$ cat config.mk
export PLATFORM = sky130hd
export DESIGN_NAME = pipe_stage_reg
export DESIGN_NICKNAME = d
export VERILOG_FILES = /design/src/rtl/pipe_stage_reg.sv
export SDC_FILE = /design/constraint.sdc
export NUM_CORES = 1
export LEC_CHECK = 0
export BUFFER_PORTS_ARGS = -buffer_cell sky130_fd_sc_hd__buf_2
export CAP_MARGIN = 20
export CELL_PAD_IN_SITES_DETAIL_PLACEMENT = 0
export CELL_PAD_IN_SITES_GLOBAL_PLACEMENT = 2
export CORE_AREA = 2 2 129 163
export DETAILED_ROUTE_END_ITERATION = 6
export DIE_AREA = 0 0 131 165
export HOLD_SLACK_MARGIN = 0.05
export PLACE_DENSITY_LB_ADDON = 0.05
export SLEW_MARGIN = 20
export SYNTH_ARGS = -nofsm -noshare
export SYNTH_HDL_FRONTEND = slang
export SYNTH_SLANG_ARGS = --single-unit
$ cat constraint.sdc
create_clock -name clk -period 10.4 [get_ports clk]
set_input_delay 2.08 -clock clk [delete_from_list [all_inputs] [get_ports clk]]
set_output_delay 2.08 -clock clk [all_outputs]
set_load 0.05 [all_outputs]
$ cat src/rtl/pipe_stage_reg.sv
// Inter-stage pipeline register chain (DEPTH stages) with stall/flush hooks.
// Define PIPE_STAGE_REG_PERF_EN to build the saturating stall/bubble counters.
module pipe_stage_reg #(
  parameter int DATA_W = 128,
  parameter int CTRL_W = 4,
  parameter int DEPTH  = 1,
  parameter int CNT_W  = 32
) (
  input  logic              clk,
  input  logic              reset,
  input  logic              i_valid,
  input  logic [CTRL_W-1:0] i_ctrl,
  input  logic [DATA_W-1:0] i_data,
  input  logic              i_stall,
  input  logic              i_flush,
  input  logic              i_clr_cnt,
  output logic              o_valid,
  output logic [CTRL_W-1:0] o_ctrl,
  output logic [DATA_W-1:0] o_data,
  output logic [CNT_W-1:0]  o_stall_cnt,
  output logic [CNT_W-1:0]  o_bubble_cnt
);

  // Slot protocol: i_valid/o_valid mark a real instruction in the slot; there is
  // no backpressure, i_stall is the only hold and i_flush turns every slot into a bubble.
  if (DEPTH < 1 || DEPTH > 4) begin : g_bad_depth
    $error("pipe_stage_reg: DEPTH must be in 1..4");
  end

  logic [DEPTH-1:0]  valid_q, valid_d;
  logic [CTRL_W-1:0] ctrl_q [DEPTH];
  logic [CTRL_W-1:0] ctrl_d [DEPTH];
  logic [DATA_W-1:0] data_q [DEPTH];
  logic [DATA_W-1:0] data_d [DEPTH];

  // Flush clears valid/ctrl only; data is kept so flushed slots cost no data toggles.
  always_comb begin
    valid_d = valid_q;
    for (int k = 0; k < DEPTH; k++) begin
      ctrl_d[k] = ctrl_q[k];
      data_d[k] = data_q[k];
    end
    if (i_flush) begin
      valid_d = '0;
      for (int k = 0; k < DEPTH; k++) ctrl_d[k] = '0;
    end else if (!i_stall) begin
      valid_d[0] = i_valid;
      ctrl_d[0]  = i_valid ? i_ctrl : '0;
      data_d[0]  = i_data;
      for (int k = 1; k < DEPTH; k++) begin
        valid_d[k] = valid_q[k-1];
        ctrl_d[k]  = ctrl_q[k-1];
        data_d[k]  = data_q[k-1];
      end
    end
  end

  always_ff @(posedge clk or posedge reset) begin
    if (reset) begin
      valid_q <= '0;
      for (int k = 0; k < DEPTH; k++) begin
        ctrl_q[k] <= '0;
        data_q[k] <= '0;
      end
    end else begin
      valid_q <= valid_d;
      for (int k = 0; k < DEPTH; k++) begin
        ctrl_q[k] <= ctrl_d[k];
        data_q[k] <= data_d[k];
      end
    end
  end

  assign o_valid = valid_q[DEPTH-1];
  assign o_ctrl  = ctrl_q[DEPTH-1];
  assign o_data  = data_q[DEPTH-1];

`ifdef PIPE_STAGE_REG_PERF_EN
  localparam logic [CNT_W-1:0] CNT_ONE = 1;

  logic [CNT_W-1:0] stall_cnt_q, stall_cnt_d;
  logic [CNT_W-1:0] bubble_cnt_q, bubble_cnt_d;
  logic             stall_inc, bubble_inc;

  assign stall_inc  = i_stall & ~i_flush;
  assign bubble_inc = ~i_stall & ~i_flush & ~i_valid;

  // Counters saturate at all-ones; clear beats a same-cycle increment.
  always_comb begin
    stall_cnt_d  = stall_cnt_q;
    bubble_cnt_d = bubble_cnt_q;
    if (i_clr_cnt) begin
      stall_cnt_d  = '0;
      bubble_cnt_d = '0;
    end else begin
      if (stall_inc && stall_cnt_q != '1)
        stall_cnt_d = stall_cnt_q + CNT_ONE;
      if (bubble_inc && bubble_cnt_q != '1)
        bubble_cnt_d = bubble_cnt_q + CNT_ONE;
    end
  end

  always_ff @(posedge clk or posedge reset) begin
    if (reset) begin
      stall_cnt_q  <= '0;
      bubble_cnt_q <= '0;
    end else begin
      stall_cnt_q  <= stall_cnt_d;
      bubble_cnt_q <= bubble_cnt_d;
    end
  end

  assign o_stall_cnt  = stall_cnt_q;
  assign o_bubble_cnt = bubble_cnt_q;
`else
  logic unused_clr;
  assign unused_clr   = i_clr_cnt;
  assign o_stall_cnt  = '0;
  assign o_bubble_cnt = '0;
`endif

endmodule

---- Word level (Yosys, flattened, before mapping) ----
Cells that the tools add are included.
storage, ports and cells
  flip-flop bits (word level) ............. 133
  input port bits ......................... 138
  output and inout port bits .............. 197
  word-level logic and storage cells ...... 12
cells by class
  eq/ne operators ......................... 1
  mux-type cells .......................... 5
  bitwise operators ....................... 2
  reduce and logical (&&, ||, !) cells .... 1
operator list
  operator              count
  $mux W4               3
  $mux W1               2
  $ne A2 B1 Y1 const B  1
  $not A1 Y1            2
  $reduce_and A2 Y1     1

---- Longest topological paths before layout ----
Gate-level depths: netlist (run 1).
  depth in word-level cells ............... 3
  mapped depth ............................ 5
  depth with buffers taken out ............ 2

---- Worst setup path before layout (run 1) ----
No wires, ideal clock.
  path kind ............................... in2reg
  from .................................... input i_stall
  to ...................................... register data_q, in the netlist o_data[0]
  setup time .............................. 125 ps
  arrival time ............................ 2993 ps
  required time ........................... 10275 ps
  path slack .............................. 7282 ps
  cell stages on the path ................. 5
  buffers on the path ..................... 3
  cells stage by stage .................... buf_2 > nor2_4 > buf_6 > buf_8 > mux2_4
between the ends
  cells in the longest elaborated chain, start to end .. 2
ends and longest elaborated chain
  element                         RTL line  source
  start: declaration              14        input logic i_stall,
  $not A1 Y1 (no line)            n/a
  $reduce_and A2 Y1 (no line)     n/a
  end signal: indexed assignment  69        data_q[k] <= data_d[k];
  end: declaration                33        logic [DATA_W-1:0] data_q [DEPTH];
Every way passes these cells.
A chain may end at the register's enable or synchronous reset.

---- Worst setup path after layout (run 1) ----
  from .................................... input i_stall
  to ...................................... register data_q, in the netlist o_data[53]
Same word-level chain as after synthesis.

==> out/results.ini, run 1 <==
[clock_tree]
numCtsBuffers = 17
insertion_delay_ns = 0.41
root_buffer = clkbuf_16
path_clk_slew_ns = 0.06
cts_tree = yes
postCtsSetupBuffers = 0
cts_resized = 0
htreeDepth = 4
cts_sinks = 133
clock_path_buffers = 2
ctsHoldBuffers = 0

[synth]
ys_warn_count = 0
netlist_area_sq_mm = 0.00593
syn_inst = 357
yosysTopAreaCellShare_pct = 56.1
synth_top_area_cell = dfrtp_1
synth.avg_cell_area_sq_um = 16.6
yosysUniqueCellTypes = 15
seq_area_frac_synth_pct = 56.1
ys_seq_elements = 133
yosys-top-cells-area = dfrtp_1 56%, mux2_4 26%, buf_4 8.1%

[critical_path]
crit_path_start = i_stall
arrival_ns = 4.40
path_class = in2reg
cp-start-kind = input port
reg2reg_depth = 1
ff2ff_setup_slack_ns = 9.62
rr_endpoint = o_data[87]
r2r-start = o_data[87]
worstSetupEndpointType = flip-flop
worstPathRequired_ns = 10.69
crit_end = o_data[53]
crit_fanout = 59

[floorplan]
start_util_pct = 29.7
die_h_um = 165
die_w_um = 131
die-area_sq_mm = 0.0216
io_pins = 335
rows = 58
core_area_sq_mm = 0.0200

[place]
gp_congestion = 0.726
numPortBuffers = 269
hpwl_mm = 10.8

[final_layout]
area_growth_pct = 32.0
layout_common_cells = 269 x buf_2, 133 x dfrtp_1, 102 x mux2_4, 64 x conb_1, 26 x mux2_2
layout_commonest_cell = buf_2
drive_above_1_share_pct = 67.1
final_util_pct = 39.2
layout.nets = 770
fill_cells = 1961

[detailed_routing]
antenna_left = 0
wirelength_mm = 14.7
firstDrtPassIters = 4
wl_per_cell_um = 16.1
drtIter0Drc = 85
vias_per_cell = 3.94
route.detailed.drc = 0
vias = 3608

[global_route]
grt_max_degree = 72
grt.total_usage_pct = 13.1
antenna_found_initial = 1
grt_pass1_wl_mm = 20.8
grt_pass1_vias = 3549
grt.overflow.total = 0

[timing]
hold-worst-slack_ns = 0.497
skew_ns = 0
fmax_mhz = 243
tns_ns = 0
slew_headroom_pct = 25.8
maxSlewViolCount = 0
final_hold_viol_count = 0
tightest_slew_ns = 1.11
min_period_over_period_pct = 39.5
period_minus_slack_ns = 4.11
rsz0062_at_grt = false
final-setup-viol-count = 0

[run_status]
status = finished, final reports clean

[power_and_ir_drop]
irDropWorstVdd_uv = 105
p_leak_nw = 4.05
totalPowerFinal_mw = 1.85
pwr_density_cell_mw_per_mm2 = 236

[hold_path]
hold_class = reg2reg

[run]
cap_violations = 0

-- worst max-delay path, stage by stage --
cell and delay (ns):
buf_2 0.17, nor2_4 0.70, buf_4 0.95, mux2_2 0.42
-- worst min path at each step --
| stage | depth (start not counted) | startpoint | to |
|---|---|---|---|
| after floorplan | 2 | o_ctrl[0] | o_ctrl[0] |
| after global placement | 1 | o_data[73] | o_data[73] |
| after detailed placement | 1 | o_data[70] | o_data[70] |
| after CTS | 1 | o_data[64] | o_data[64] |
| after global routing | 1 | o_data[47] | o_data[47] |
| final | 1 | o_data[57] | o_data[57] |
-- metal layers --
metal,global-route usage [%],wire length [um],up-vias
met5,0,0,-
met4,4.55,151,0
met2,22.5,7810,184
li1,-,-,1645
met1,14.8,5490,1769
met3,4.76,1260,10
-- Yosys cell counts, drive strengths merged --
| master | count |
|---|---|
| buf | 79 |
| nand2 | 4 |
| nor2 | 2 |
| dfrtp | 133 |
| conb | 1 |
| a21oi | 4 |
| mux2 | 128 |
| mux2i | 1 |
| inv | 1 |
| nand3b | 4 |
-- registers in the layout (all words and copies together), names as in the netlist --
signal,count
o_ctrl,4
o_data,128
o_valid,1
-- report_power, final --
| part | switching [mW] | internal [mW] | total, mW |
|---|---|---|---|
| Combinational | 0.411 | 0.165 | 0.576 |
| Clock | 0.238 | 0.404 | 0.642 |
| Sequential | 0.0376 | 0.592 | 0.630 |
-- cell families (layout without fill, tap and decap cells) --
group / Yosys count / count (layout) / synth area share (%)
buffers and inverters: 80 / 305 / 11.5
AOI/OAI and AO/OA: 4 / 4 / 0.338
and+or+nand+nor: 10 / 10 / 1.01
DFF: 133 / 133 / 56.1
other: 1 / 65 / 0.0632
muxes: 129 / 129 / 30.9
-- metrics by stage --
step,instance area (sq um),setup WS (ns),cells
3_3_place_gp,7200,5.86,883
6_report,7830,6.29,916
2_1_floorplan,6170,4.77,420
3_5_place_dp,7200,5.81,883
5_1_grt,7830,6.18,916
4_1_cts,7830,6.23,915
-- final cells by class --
cell class | count | area [sq um] | share of cell area [%]
diodes | 1 | 2.50 | 0.0320
clock buffers | 18 | 429 | 5.48
clock inverters | 14 | 201 | 2.57
inverters | 1 | 8.76 | 0.112
multi-input cells | 207 | 2150 | 27.5
flip-flops and latches | 133 | 3330 | 42.5
well taps | 270 | 338 | 4.31
repair buffers | 272 | 1370 | 17.5
Note: power is estimated with default switching activity, not from simulation.
==> run 2: changes to the inputs <==
--- a/config.mk
+++ b/config.mk
@@ -5,13 +5,14 @@
 export SDC_FILE = /design/constraint.sdc
 export NUM_CORES = 1
 export LEC_CHECK = 0
+export ABC_AREA = 1
 export BUFFER_PORTS_ARGS = -buffer_cell sky130_fd_sc_hd__buf_2
 export CAP_MARGIN = 20
 export CELL_PAD_IN_SITES_DETAIL_PLACEMENT = 0
 export CELL_PAD_IN_SITES_GLOBAL_PLACEMENT = 2
-export CORE_AREA = 2 2 129 163
+export CORE_AREA = 2 2 145 182
 export DETAILED_ROUTE_END_ITERATION = 6
-export DIE_AREA = 0 0 131 165
+export DIE_AREA = 0 0 147 184
 export HOLD_SLACK_MARGIN = 0.05
 export PLACE_DENSITY_LB_ADDON = 0.05
 export SLEW_MARGIN = 20
==> constraint.sdc (replaced) <==
create_clock -name clk -period 4.2 [get_ports clk]
set_input_delay 0.84 -clock clk [delete_from_list [all_inputs] [get_ports clk]]
set_output_delay 0.84 -clock clk [all_outputs]
set_load 0.05 [all_outputs]
==> out/results.ini, run 2 <==
[run_status]
status = finished, final reports clean

[detailed_routing]
route.detailed.drc = 0  ; unchanged
vias = 5019  ; +39%
firstDrtPassIters = 4  ; unchanged
wirelength_mm = 18.9  ; +29%
drtIter0Drc = 146  ; +72%
antenna_left = 0  ; unchanged
wl_per_cell_um = 15.2  ; -5.2%
vias_per_cell = 4.04  ; +2.5%

[clock_tree]
ctsHoldBuffers = 0  ; unchanged
cts_tree = yes
htreeDepth = 4  ; unchanged
path_clk_slew_ns = 0.06  ; about the same
clock_path_buffers = 2  ; unchanged
postCtsSetupBuffers = 0  ; unchanged
insertion_delay_ns = 0.41  ; about the same
cts_resized = 0  ; unchanged
root_buffer = clkbuf_16
cts_sinks = 133  ; unchanged
numCtsBuffers = 17  ; unchanged

[timing]
final-setup-viol-count = 0  ; unchanged
maxSlewViolCount = 0  ; unchanged
tns_ns = 0  ; unchanged
hold-worst-slack_ns = 0.471  ; -0.0267 ns
final_hold_viol_count = 0  ; unchanged
skew_ns = 0  ; unchanged
setup_ws_ns = 2.16  ; -4.13 ns
tightest_slew_ns = 0.885  ; -0.228 ns
rsz0062_at_grt = false
min_period_over_period_pct = 48.5
period_minus_slack_ns = 2.04
fmax_mhz = 491
slew_headroom_pct = 41.0  ; +15 points

[floorplan]
rows = 65  ; +12%
core_area_sq_mm = 0.0252  ; +26%
die-area_sq_mm = 0.0270  ; +25%
start_util_pct = 22.7  ; -7.0 points
die_w_um = 147  ; +12%
io_pins = 335  ; unchanged
die_h_um = 184  ; +12%

[global_route]
grt.total_usage_pct = 13.9  ; +0.79 points
grt_pass1_vias = 5054  ; +42%
antenna_found_initial = 5  ; +4
grt.overflow.total = 0  ; unchanged
grt_pass1_wl_mm = 28.9  ; +39%
grt_max_degree = 103  ; +43%

[power_and_ir_drop]
irDropWorstVdd_uv = 258  ; +150%
p_leak_nw = 4.24  ; +4.6%
pwr-share-seq_pct = 36.6  ; +2.5 points
comb_power_share_pct = 28.8  ; -2.4 points
p_int_mw = 2.48  ; +110%
pwr_density_cell_mw_per_mm2 = 536  ; +130%
sw_frac_of_total_pct = 39.7  ; +2.6 points
p_clk_share_pct = 34.6  ; about the same
totalPowerFinal_mw = 4.11  ; +120%
p_sw_mw = 1.63  ; +140%

[synth]
yosysTopAreaCellShare_pct = 58.1  ; +1.9 points
ys.flop_type = dfrtp_1
synthArstFlopShare_pct = 100  ; unchanged
yosysUniqueCellTypes = 14  ; -1
seq_area_frac_synth_pct = 58.1  ; +1.9 points
synth_commonest_cells = 267 x nand2_1, 133 x dfrtp_1, 120 x o21ai_0, 64 x buf_4, 21 x clkbuf_1
synth.avg_cell_area_sq_um = 8.91  ; -46%
synth-edff-count = 0  ; unchanged
ys_seq_elements = 133  ; unchanged
yosysMostFrequentCell = nand2_1
netlist_area_sq_mm = 0.00573  ; -3.4%
yosys-top-cells-area = dfrtp_1 58%, nand2_1 17%, o21ai_0 10%
syn_inst = 643  ; +80%
synth_top_area_cell = dfrtp_1
ys_warn_count = 0  ; unchanged

[final_layout]
largest_reg_flops = 128  ; unchanged
area_growth_pct = 33.7
final_cell_area_sq_mm = 0.00766  ; -2.1%
layout.nets = 1032  ; +34%
multi_input_area_sq_mm = 0.00192  ; -11%
regArea_sq_mm = 0.00333  ; unchanged
stdcell_count = 1243  ; +36%
drive_above_1_share_pct = 34.0  ; -33 points
fill_cells = 2825  ; +44%
final_util_pct = 30.4  ; -8.8 points
layout_common_cells = 267 x nand2_1, 267 x buf_2, 133 x dfrtp_1, 120 x o21ai_0, 64 x conb_1

[place]
numPortBuffers = 269  ; unchanged
gp_congestion = 0.715  ; -1.5%
place_ws_ns = 1.63  ; -4.18 ns
placed_area_sq_mm = 0.00708  ; -1.7%
hpwl_mm = 12.7  ; +18%
dp.cells = 1209  ; +37%

[critical_path]
worstPathRequired_ns = 4.55  ; -6.14 ns
path_class = in2reg
arrival_ns = 2.39  ; -2.01 ns
cp-start-kind = input port
crit_fanout = 87  ; +47%
worstSetupEndpointType = flip-flop
reg2reg_depth = 2  ; +1

[run]
cap_violations = 0  ; unchanged

[hold_path]
hold_class = reg2reg
hold_depth = 2  ; +1

run 2: cell types whose count changed after synthesis, moves of 12 or more:
cell / delta
mux2_2: -26
clkbuf_1: +21
o21ai_0: +120
mux2_4: -102
buf_2: +12
nand2_1: +263
run 2: final timing paths:
kind / end / start / slack, ns
min in group asynchronous: o_data[86] / reset / 0.54
min reg2reg: o_valid / o_valid / 0.47
max in group asynchronous: o_data[69] / reset / 2.61
min: o_valid / o_valid / 0.47
max: o_data[15] / i_flush / 2.16
max reg2reg: o_data[83] / o_data[83] / 3.55
run 2: cell families after synthesis:
family	Yosys count	share of synthesized area (%)
simple gates	273	18.1
flops	133	58.1
other cells	1	0.0654
buf+inv	108	12.6
compound gates	128	11.2
run 2: routing by layer:
metal,vias to the layer above,GRT usage (%),share of wire (%)
met5,-,0,0.22
met3,33,4.71,8.0
met2,226,22.6,47
met1,2337,16.9,43
met4,6,5.38,2.2
li1,2417,-,-
run 2: cell type report:
| class | instances | area share [%] |
|---|---|---|
| clock inverters | 13 | 1.62 |
| clock buffers | 19 | 5.65 |
| diodes | 1 | 0.0326 |
| multi-input cells | 465 | 25.0 |
| flip-flops and latches | 133 | 43.4 |
| inverters | 2 | 0.147 |
| repair buffers | 275 | 18.6 |
| well taps | 335 | 5.47 |
run 2: critical path: stages:
cell	delay, ns
buf_4	0.37
buf_4	0.71
o21ai_0	0.23
nand2_1	0.10
run 2: power groups by stage:
stage | Combinational (mW) | Sequential [mW] | Clock, mW
6_report | 1.18 | 1.51 | 1.42
5_1_grt | 1.26 | 1.53 | 1.54
4_1_cts | 1.20 | 1.51 | 1.48
3_5_place_dp | 1.20 | 1.53 | 0
3_3_place_gp | 1.19 | 1.52 | 0
2_1_floorplan | 0.363 | 2.09 | 0
